$ cat src/rtl/axis_group_sum.sv
// AXI-Stream group accumulator: sums runs of input beats (length cfg_len or s_last) into one result beat.
// Latency: result registered, visible on m_data 1 cycle after the closing beat is accepted.
// Backpressure: s_ready = !m_valid | m_ready; result held stable while m_valid & !m_ready.
// Optional: define AXIS_GROUP_SUM_SAT_EN to saturate m_data on overflow instead of wrapping.
module axis_group_sum #(
  parameter int W      = 16,
  parameter int MAX_N  = 8,
  parameter int SIGNED = 0,
  parameter int OW     = W + $clog2(MAX_N),
  localparam int AW    = W + $clog2(MAX_N),
  localparam int CW    = $clog2(MAX_N + 1)
) (
  input  logic          clk,
  input  logic          rstn,
  input  logic [CW-1:0] cfg_len,
  input  logic          s_valid,
  output logic          s_ready,
  input  logic [W-1:0]  s_data,
  input  logic          s_last,
  output logic          m_valid,
  input  logic          m_ready,
  output logic [OW-1:0] m_data,
  output logic [CW-1:0] m_count,
  output logic          m_ovf
);

  // Group state: cnt_q==0 means the next accepted beat starts a new group
  logic [AW-1:0] acc_q, acc_d;
  logic [CW-1:0] cnt_q, cnt_d;
  logic [CW-1:0] len_q, len_d;
  logic          m_valid_q, m_valid_d;
  logic [OW-1:0] m_data_q, m_data_d;
  logic [CW-1:0] m_count_q, m_count_d;
  logic          m_ovf_q, m_ovf_d;

  logic [AW-1:0] ext_data;
  logic [AW-1:0] sum;
  logic [CW-1:0] cfg_clamp;
  logic [CW-1:0] len_eff;
  logic [CW-1:0] beats;
  logic          first;
  logic          accept;
  logic          close;
  logic [OW-1:0] fit_data;
  logic          fit_ovf;

  assign s_ready = !m_valid_q || m_ready;
  assign accept  = s_valid && s_ready;

  // Datapath for the beat on the input: extension, running sum and close decision
  always_comb begin
    if (SIGNED != 0) ext_data = AW'($signed(s_data));
    else             ext_data = AW'(s_data);
    first     = (cnt_q == '0);
    cfg_clamp = (cfg_len == '0 || cfg_len > CW'(MAX_N)) ? CW'(MAX_N) : cfg_len;
    len_eff   = first ? cfg_clamp : len_q;
    beats     = cnt_q + CW'(1);
    sum       = first ? ext_data : acc_q + ext_data;
    close     = (beats == len_eff) || s_last;
  end

  generate
    if (OW == AW) begin : g_exact
      assign fit_data = sum;
      assign fit_ovf  = 1'b0;
    end else begin : g_narrow
`ifdef AXIS_GROUP_SUM_SAT_EN
      localparam logic [OW-1:0] SMIN = OW'(1) << (OW - 1);
      localparam logic [OW-1:0] SMAX = ~SMIN;
`endif
      // Range check of the exact sum against OW bits, then wrap or clamp
      always_comb begin
        if (SIGNED != 0) fit_ovf = !((&sum[AW-1:OW-1]) || !(|sum[AW-1:OW-1]));
        else             fit_ovf = |sum[AW-1:OW];
        fit_data = sum[OW-1:0];
`ifdef AXIS_GROUP_SUM_SAT_EN
        if (fit_ovf) begin
          if (SIGNED != 0) fit_data = sum[AW-1] ? SMIN : SMAX;
          else             fit_data = '1;
        end
`endif
      end
    end
  endgenerate

  // Next state: accumulate or close the group; output slot refills in the same cycle it drains
  always_comb begin
    acc_d     = acc_q;
    cnt_d     = cnt_q;
    len_d     = len_q;
    m_valid_d = m_valid_q;
    m_data_d  = m_data_q;
    m_count_d = m_count_q;
    m_ovf_d   = m_ovf_q;
    if (m_valid_q && m_ready) m_valid_d = 1'b0;
    if (accept) begin
      len_d = len_eff;
      if (close) begin
        acc_d     = '0;
        cnt_d     = '0;
        m_valid_d = 1'b1;
        m_data_d  = fit_data;
        m_count_d = beats;
        m_ovf_d   = fit_ovf;
      end else begin
        acc_d = sum;
        cnt_d = beats;
      end
    end
  end

  // State registers; reset drops any partial group and any pending result
  always_ff @(posedge clk or negedge rstn) begin
    if (!rstn) begin
      acc_q     <= '0;
      cnt_q     <= '0;
      len_q     <= CW'(MAX_N);
      m_valid_q <= 1'b0;
      m_data_q  <= '0;
      m_count_q <= '0;
      m_ovf_q   <= 1'b0;
    end else begin
      acc_q     <= acc_d;
      cnt_q     <= cnt_d;
      len_q     <= len_d;
      m_valid_q <= m_valid_d;
      m_data_q  <= m_data_d;
      m_count_q <= m_count_d;
      m_ovf_q   <= m_ovf_d;
    end
  end

  assign m_valid = m_valid_q;
  assign m_data  = m_data_q;
  assign m_count = m_count_q;
  assign m_ovf   = m_ovf_q;

endmodule
$ cat config.mk
export PLATFORM = sky130hd
export DESIGN_NAME = axis_group_sum
export DESIGN_NICKNAME = d
export VERILOG_FILES = /design/src/rtl/axis_group_sum.sv
export SDC_FILE = /design/constraint.sdc
export NUM_CORES = 1
export LEC_CHECK = 0
export CAP_MARGIN = 20
export CORE_MARGIN = 2
export CORE_UTILIZATION = 30
export DETAILED_ROUTE_END_ITERATION = 10
export GPL_TIMING_DRIVEN = 0
export PLACE_DENSITY = 0.5
export SETUP_SLACK_MARGIN = 0.3
export SYNTH_ARGS = -nofsm -noshare
export SYNTH_HDL_FRONTEND = slang
export SYNTH_SLANG_ARGS = --single-unit
$ cat constraint.sdc
create_clock -name clk -period 2.2 [get_ports clk]
set_input_delay 0.33 -clock clk [delete_from_list [all_inputs] [get_ports clk]]
set_output_delay 0.33 -clock clk [all_outputs]
set_load 0.01 [all_outputs]
==> results of run 1 <==
where the power goes:
group	total, mW	switching (mW)	leakage [nW]	internal, mW
Clock	0.609	0.351	0.0474	0.258
Sequential	1.60	0.277	0.653	1.32
Combinational	4.17	2.11	1.26	2.06
Total	6.38	2.74	1.96	3.64
critical path: stages:
cell and delay, ns:
clkdlybuf4s50_1 0.43, ha_1 0.29, clkbuf_2 0.21, nand3_2 0.14, or2_2 0.37, a311oi_2 0.29
mux2_4 0.34, mux2_2 0.26
cells in the final DEF (no fill, tap or decap), types with 4 or more instances in the layout:
cell type and count:
a21oi_2 5, nand2_1 37, clkdlybuf4s50_1 45, nor2_1 20
mux2i_1 4, clkbuf_2 6, clkbuf_8 6, mux2_2 10
o21ai_2 27, nor2b_1 5, a21oi_1 15, a21o_1 5
a22o_1 6, ha_1 10, dfrtp_1 49, xor2_1 9
buf_6 7, nand2_2 8, inv_1 4, o21ai_1 14
buf_4 16, ha_2 4, ha_4 4, xnor2_1 9
o21ai_0 6, nand2_4 5
state kept, by name, indices dropped and copies added (netlist names):
name,flops
acc_q,19
len_q,4
m_valid,1
m_data,19
cnt_q,4
m_count,4
final cells by class:
class,count,area share [%]
Multi-Input combinational cell,266,47.0
Timing Repair Buffer,73,16.5
Clock buffer,6,1.77
Clock inverter,2,0.349
Tap cell,136,3.65
Inverter,6,0.483
Sequential cell,51,27.4
Buffer,15,2.79
logic make-up (layout without fill, tap and decap cells):
group	after synthesis	count (layout)	share of synthesized area (%)
compound gates	106	106	21.8
simple gates	101	102	14.5
flops	51	51	40.7
buf+inv	21	102	3.43
xor+xnor	20	20	5.58
fa+ha+maj	19	19	7.81
mux	18	18	6.18
other cells	1	1	0.119
repair_timing:
action / 4_1_cts / 5_1_grt
gates cloned: 5 / 0
buffers inserted: 12 / 7
pin swaps: 26 / 35
setup endpoints to repair: 47 / 48
resized for setup: 56 / 72
through the flow:
stage               instances  area (sq um)  utilization (%)  setup WS (ns)  TNS (ns)
finish                    555          4660             45.6         -0.266     -4.06
floorplan                 337          3250                -      -0.000812  -0.00162
detailed placement        523          3920             38.4         -0.689    -19.37
global route              555          4660             45.6         -0.358     -8.26
global placement          522          3910             38.2          -1.12    -65.20
CTS                       548          4360             42.6         -0.310     -5.41
worst paths after layout:
path                            start          to  slack (ns)  cells past startpoint
min in group clk            s_data[3]   m_data[3]        0.46                      3
max in group asynchronous        rstn    len_q[3]        1.52                      2
max reg2reg                  acc_q[1]  m_data[15]       -0.22                      8
min                              rstn    acc_q[5]        0.02                      1
min reg2reg                m_data[12]  m_data[12]        0.49                      2
max                        s_data[11]  m_data[15]       -0.27                      8
layer usage:
| layer | routed length (microns) | global-route usage, % | part of all wire [%] |
|---|---|---|---|
| met1 | 4390 | 23.0 | 50 |
| met5 | 0 | 0 | 0 |
| met3 | 200 | 2.33 | 2.3 |
| met4 | 80 | 3.10 | 0.91 |
| met2 | 4130 | 26.6 | 47 |
==> metrics, run 1 <==
CP max FO=8; CTS sink count=51; synthesized instance count=337; I/O pin count=51; CTS clk-pin slew, worst paths=0.11 ns; Crit Path Category=input pin to flip-flop; worst-margin pin slew=0.628 ns; number of synthesized flops with an enable pin=0; Initial DRC Count=130; Max IR drop VDD=0.431 mV; PortBufs=49; Antenna Nets Post-Route=0; synthesized area=3140 sq um; die area=11300 sq um; Ys Warns=0; synth-to-layout area growth=48.5%; initial antenna violation count=0; worst-skew pair later-pin latency=0.31 ns; Yosys top cell area share=39.8%; RD Place Congestion=0.784; vias post-DR=2761; Total Routing Usage GR=16.3%; post-synth top area cell=dfrtp_1; Layout Nets=462; flops & latches, synth=51; nature of the critical path startpoint=input pin; total grt overflow=0; clock buffer depth=2; Post-synth ARST share=100%; FF/Latch Area=1280 sq um; Multi-input gate area=2190 sq um; WP data arrival=2.66 ns; Hold WC Path Type=input pin to asynchronous set/reset pin; die width=106 microns; crit end category=flip-flop; failing checks=setup timing; RSZ-0062 raised after global routing=yes; Hold WS=0.0158 ns; DR WL/cell=15.8 microns; Pre-antenna DRT Iters=4; synthesized area per cell=9.32 sq um; Final Hold Viols=0; f_max=406 MHz; Yosys cell types=53; Final setup viols=40; top_reg_cell synth=dfrtp_1; DP HPWL=6150 microns; clk_skew=0.0161 ns; register area share after synthesis=40.7%; crit path time final=2.47 ns; Synth Net Count=381; Clock Tree Root=clkbuf_8; first-pass GRT wire length=14500 microns; vias per std cell=4.97; PwrDens=1370 nW/um^2; total power=6.38 mW; period utilization=112%; Hold Buf Count CTS=0; TritonCTS Buffers=5; Core Area=10200 sq um; Worst EP required=2.39 ns; final setup margin=-0.266 ns; largest net degree at the start of global routing=29; LEAKAGE=1.96 nW; htree depth=2; Max-Cap Viols=0; number of global-route vias before repair=2790; status=complete, but fails checks; Cell Rows=37; CTS tree=done; share of cells above drive strength 1=34.8%; Area contributors post-synth=dfrtp_1, ha_1, nand2_1; # diodes=0; Die H=106 microns; max-slew violations=0; top cells by count, synth=dfrtp_1, nand2_1, o21ai_0; slew margin rel.=58.2%; drt drc=0; fill cell count=1002; DRT Wirelength=8790 microns; Starting Density=30.7%
Note: power is estimated with default switching activity, not from simulation.
==> run 2: changes to the inputs <==
- CORE_MARGIN: 2 -> not set
==> metrics, run 2 (same netlist as run 1, synthesis figures left out) <==
GRT met2 Usage=28.3% (was 26.6%); PwrDens=1370 nW/um^2 (about the same); r2r setup slk=-0.24 ns (was -0.22 ns); CTS clk-pin slew, worst paths=0.11 ns (about the same); drt drc=0 (unchanged); initial antenna violation count=0 (unchanged); clk_skew=0.0131 ns (was 0.0161 ns); first-pass GRT wire length=15300 microns (was 14500 microns); I/O pin count=51 (unchanged); CP top delay family=buffers and inverters (unchanged); worst-margin pin slew=0.624 ns (was 0.628 ns); final setup margin=-0.240 ns (was -0.266 ns); largest net degree at the start of global routing=30 (was 29); Die H=104 microns (was 106 microns); CTS sink count=51 (unchanged); crit end category=flip-flop (unchanged); RSZ-0062 raised after global routing=yes (unchanged); vias post-DR=2809 (was 2761); LEAKAGE=2.02 nW (was 1.96 nW); final design utilization=47.7% (was 45.6%); RD Place Congestion=0.817 (was 0.784); GR Util met1=25.3% (was 23.0%); crit path buf inv count=6 (was 2); share of cells above drive strength 1=30.3% (was 34.8%); most frequent cells in the layout=dfrtp_1, nand2_1, clkdlybuf4s50_1, nor2_1, buf_4 (was dfrtp_1, clkdlybuf4s50_1, nand2_1, o21ai_2, nor2_1); htree depth=2 (unchanged); DP HPWL=6140 microns (was 6150 microns); Worst EP required=2.41 ns (was 2.39 ns); WP data arrival=2.65 ns (was 2.66 ns); slew margin rel.=58.4% (was 58.2%); synth-to-layout area growth=51.2% (was 48.5%); die area=10900 sq um (was 11300 sq um); Hold WC Path Type=input pin to asynchronous set/reset pin (unchanged); Placed Instances=520 (was 523); Initial DRC Count=148 (was 130); Total Routing Usage GR=18.0% (was 16.3%); Hold WS=-0.0128 ns (was 0.0158 ns); Cell Rows=36 (was 37); TNS Setup=-8.22 ns (was -4.06 ns); Crit Path Category=flip-flop to flip-flop (was input pin to flip-flop); Final Hold Viols=9 (was 0); failing checks=hold timing, setup timing (was setup timing); max-slew violations=0 (unchanged); GR Layer Usage met3=2.69% (was 2.33%); Clock Tree Root=clkbuf_8 (unchanged); PortBufs=49 (unchanged); CTS tree=done (unchanged); nature of the critical path startpoint=flip-flop (was input pin); Max IR drop VDD=0.519 mV (was 0.431 mV); # diodes=0 (unchanged); Layout Nets=475 (was 462); status=complete, but fails checks (unchanged); critical path's most frequent cell=buf_6; crit-path cells=inv_2 > ha_4 > nor3b_4 > buf_6 > mux2i_4 > xor2_1 > a41o_1 > buf_6 > buf_12 > nand2_8 > buf_6 > buf_8 > nand2_1 > o21ai_1 (was clkdlybuf4s50_1 > ha_1 > clkbuf_2 > nand3_2 > or2_2 > a311oi_2 > mux2_4 > mux2_2); Max-Cap Viols=0 (unchanged); Pre-antenna DRT Iters=4 (unchanged); f_max=410 MHz (was 406 MHz); crit path time final=2.44 ns (was 2.47 ns); Core Area=9950 sq um (was 10200 sq um); Starting Density=31.5% (was 30.7%); post-route insts no fill=565 (was 555); TritonCTS Buffers=5 (unchanged); total power=6.51 mW (was 6.38 mW); worst-skew pair later-pin latency=0.32 ns (was 0.31 ns); total grt overflow=0 (unchanged); period utilization=111% (was 112%); die width=104 microns (was 106 microns); commonest non-fill, non-tap cell in the layout=dfrtp_1 (unchanged); clock buffer depth=2 (unchanged); Most Used Layer, Global Route=met2 (unchanged); Worst path slowest cell=dfrtp_2 (was clkdlybuf4s50_1); fill cell count=925 (was 1002); vias per std cell=4.97 (about the same); DR WL/cell=16.1 microns (was 15.8 microns); Antenna Nets Post-Route=0 (unchanged); Multi-input gate area=2090 sq um (was 2190 sq um); CP max FO=6 (was 8); pre-CTS WS=-0.722 ns (was -0.689 ns); Final setup viols=47 (was 40); crit-path max cell delay=0.45 ns (was 0.43 ns); number of global-route vias before repair=2844 (was 2790); FF/Latch Area=1280 sq um (about the same); DRT Wirelength=9090 microns (was 8790 microns)
[run 2: changes by cell type in the layout (fill, tap and decap cells not counted), moves of 4 or more]
cell and change:
nand2_4 -5, nand2_1 +9, buf_6 +4, o21ai_0 +5
o21ai_2 -9, nand2_2 -4, o21ai_1 +4, buf_4 +4
[run 2: layer usage]
metal  part of all wire [%]  wire [microns]  vias to the layer above
li1                       -               -                     1405
met1                     49            4480                     1347
met2                     46            4200                       51
met5                      0               0                        -
met4                    1.1              96                        0
met3                    3.5             317                        6
[run 2: repair_timing]
item                       4_1_cts  5_1_grt
setup buffers                   24        8
cloned                           5        0
resized for setup               79       16
pin swaps                       32       16
hold buffers                     0        0
setup endpoints to repair       47       47
[run 2: worst reg2reg max path, stage by stage, from the launching register on]
cell and delay, ns:
dfrtp_2 0.45, inv_2 0.07, ha_4 0.12, nor3b_4 0.18, buf_6 0.16, mux2i_4 0.24
xor2_1 0.18, a41o_1 0.20, buf_6 0.16, buf_12 0.12, nand2_8 0.07, buf_6 0.15
buf_8 0.12, nand2_1 0.06, o21ai_1 0.05
[run 2: cell type report]
type                            count  share of cell area [%]
Multi-Input combinational cell    266                    44.0
Buffer                             15                    2.92
Tap cell                          133                    3.50
Sequential cell                    51                    26.9
Clock buffer                        5                    1.45
Timing Repair Buffer               86                    19.7
Clock inverter                      3                   0.975
Inverter                            6                   0.474
[run 2: path summary, 6_finish.rpt]
path	startpoint	to	depth (start not counted)
max	cnt_q[0]	m_data[9]	14
min	rstn	acc_q[6]	1
max reg2reg	cnt_q[0]	m_data[9]	14
min reg2reg	m_data[2]	m_data[2]	2
max in group asynchronous	rstn	acc_q[1]	2
min in group clk	m_data[2]	m_data[2]	2
[run 2: through the flow]
stage                     hold slack, ns  cell area, sq um
final                            -0.0128              4750
after CTS                        0.00485              4590
after global routing              0.0353              4750
after floorplan                   0.0344              3250
after global placement             0.460              3910
after detailed placement           0.366              3920
[run 2: where the power goes]
part	leakage [nW]	switching, mW	total, mW	internal (mW)
Combinational	1.32	2.08	4.22	2.14
Clock	0.0548	0.364	0.707	0.344
Sequential	0.652	0.256	1.58	1.32
==> run 3: changes to the inputs <==
- CAP_MARGIN: 20 -> not set
==> metrics, run 3 (same netlist as run 1, synthesis figures left out) <==
status=complete, but fails checks (unchanged); failing checks=setup timing (was hold timing, setup timing); die area=10900 sq um (unchanged); Hold Buf Count CTS=0 (unchanged); CTS clk-pin slew, worst paths=0.10 ns (was 0.11 ns); TritonCTS Buffers=5 (unchanged); Max-Cap Viols=0 (unchanged); RSZ-0062 raised after global routing=yes (unchanged); Antenna Nets Post-Route=0 (unchanged); Final Hold Viols=0 (was 9); initial antenna violation count=0 (unchanged); worst-skew pair later-pin latency=0.31 ns (was 0.32 ns); period utilization=112% (was 111%); Crit Path Category=flip-flop to flip-flop (unchanged); die width=104 microns (unchanged); Initial DRC Count=116 (was 148); reg2reg start=acc_q[0] (was cnt_q[0]); max-slew violations=0 (unchanged); number of global-route vias before repair=2805 (was 2844); Placed Instances=520 (unchanged); placed inst area=3920 sq um (unchanged); f_max=404 MHz (was 410 MHz); crit-path cells=ha_2 > fa_2 > a211oi_4 > o21ai_1 > a311oi_2 > o21ai_1 > xnor2_1 > nor2_1 > o31ai_1 (was inv_2 > ha_4 > nor3b_4 > buf_6 > mux2i_4 > xor2_1 > a41o_1 > buf_6 > buf_12 > nand2_8 > buf_6 > buf_8 > nand2_1 > o21ai_1); PwrDens=1360 nW/um^2 (was 1370 nW/um^2); commonest non-fill, non-tap cell in the layout=dfrtp_1 (unchanged); crit-path max cell delay=0.39 ns (was 0.45 ns); Final setup viols=47 (unchanged); slew margin rel.=61.7% (was 58.4%); design area=4790 sq um (was 4750 sq um); RD Place Congestion=0.817 (unchanged); pre-CTS WS=-0.721 ns (was -0.722 ns); LEAKAGE=2.03 nW (was 2.02 nW); # diodes=0 (unchanged); DP HPWL=6150 microns (was 6140 microns); Starting Density=31.5% (unchanged); Core Area=9950 sq um (unchanged); crit path time final=2.47 ns (was 2.44 ns); clock buffer depth=2 (unchanged); Cell Rows=36 (unchanged); CP max FO=3 (was 6); final setup margin=-0.273 ns (was -0.240 ns); CTS tree=done (unchanged); Layout Nets=472 (was 475); synth-to-layout area growth=52.4% (was 51.2%); Clock Tree Root=clkbuf_8 (unchanged); worst-margin pin slew=0.574 ns (was 0.624 ns); crit end category=flip-flop (unchanged); largest net degree at the start of global routing=30 (unchanged); WP data arrival=2.67 ns (was 2.65 ns); first-pass GRT wire length=14700 microns (was 15300 microns); Worst EP required=2.40 ns (was 2.41 ns); total grt overflow=0 (unchanged); Hold WS=0.00339 ns (was -0.0128 ns); Hold WC Path Type=input pin to asynchronous set/reset pin (unchanged); Die H=104 microns (unchanged); I/O pin count=51 (unchanged); clk_skew=0.00544 ns (was 0.0131 ns); most frequent cells in the layout=dfrtp_1, clkdlybuf4s50_1, nand2_1, o21ai_2, buf_4 (was dfrtp_1, nand2_1, clkdlybuf4s50_1, nor2_1, buf_4); share of cells above drive strength 1=34.5% (was 30.3%); DRT Wirelength=9000 microns (was 9090 microns); vias per std cell=4.95 (was 4.97); post-route insts no fill=562 (was 565); CTS sink count=51 (unchanged); Total Routing Usage GR=17.1% (was 18.0%); nature of the critical path startpoint=flip-flop (unchanged); PortBufs=49 (unchanged); vias post-DR=2781 (was 2809); drt drc=0 (unchanged); Setup crit start=acc_q[0] (was cnt_q[0]); DR WL/cell=16.0 microns (was 16.1 microns); Worst path slowest cell=dfrtp_1 (was dfrtp_2); Pre-antenna DRT Iters=4 (unchanged); Max IR drop VDD=0.449 mV (was 0.519 mV); critical path's most frequent cell=o21ai_1 (was buf_6); TNS Setup=-6.92 ns (was -8.22 ns); htree depth=2 (unchanged)
==> run 3: final timing paths <==
check | endpoint | slack (ns) | depth (start not counted)
setup / recovery | m_data[14] | -0.27 | 9
hold / removal | m_data[6] | 0.003 | 1
setup reg to reg | m_data[14] | -0.27 | 9
hold reg to reg | m_data[9] | 0.49 | 2
max in group asynchronous | acc_q[0] | 1.64 | 2
min in group clk | m_data[9] | 0.49 | 2
==> run 3: area by class of cell <==
type                    count  area [sq um]
fillers                   923          5170
inverters                   6          22.5
clock inverters             3          18.8
repair buffers             84           900
well taps                 133           166
multi-input cells         265          2200
plain buffers              15           134
clock buffers               5          68.8
flip-flops and latches     51          1280
==> run 3: metal layers <==
metal	GRT usage [%]	share of wire, %	vias to the layer above
met4	5.20	1.6	0
met1	24.3	49	1330
li1	-	-	1394
met5	0	0	-
met3	2.94	3.2	8
met2	26.4	46	49
==> run 3: timing repair <==
item	4_1_cts	5_1_grt
setup endpoints to repair	47	49
gates cloned	4	0
setup buffers	22	8
pin swaps	34	21
resized for setup	78	47
==> run 3: metrics by stage <==
step / util [%] / total power, mW
2_1_floorplan: - / 3.75
3_3_place_gp: 39.2 / 4.72
3_5_place_dp: 39.4 / 4.77
4_1_cts: 45.3 / 6.07
5_1_grt: 48.1 / 7.04
6_report: 48.1 / 6.52
==> run 3: critical path: cells and delay by family (launching register included) <==
| family | cells | cell delay (ns) |
|---|---|---|
| compound gates | 5 | 0.99 |
| fa+ha+maj | 2 | 0.57 |
| flops | 1 | 0.39 |
| simple gates | 1 | 0.26 |
| xor+xnor | 1 | 0.14 |
==> run 3: where the power goes <==
group / switching [mW] / total, mW / internal (mW)
combinational: 2.18 / 4.35 / 2.18
clock: 0.348 / 0.573 / 0.225
sequential: 0.274 / 1.59 / 1.32
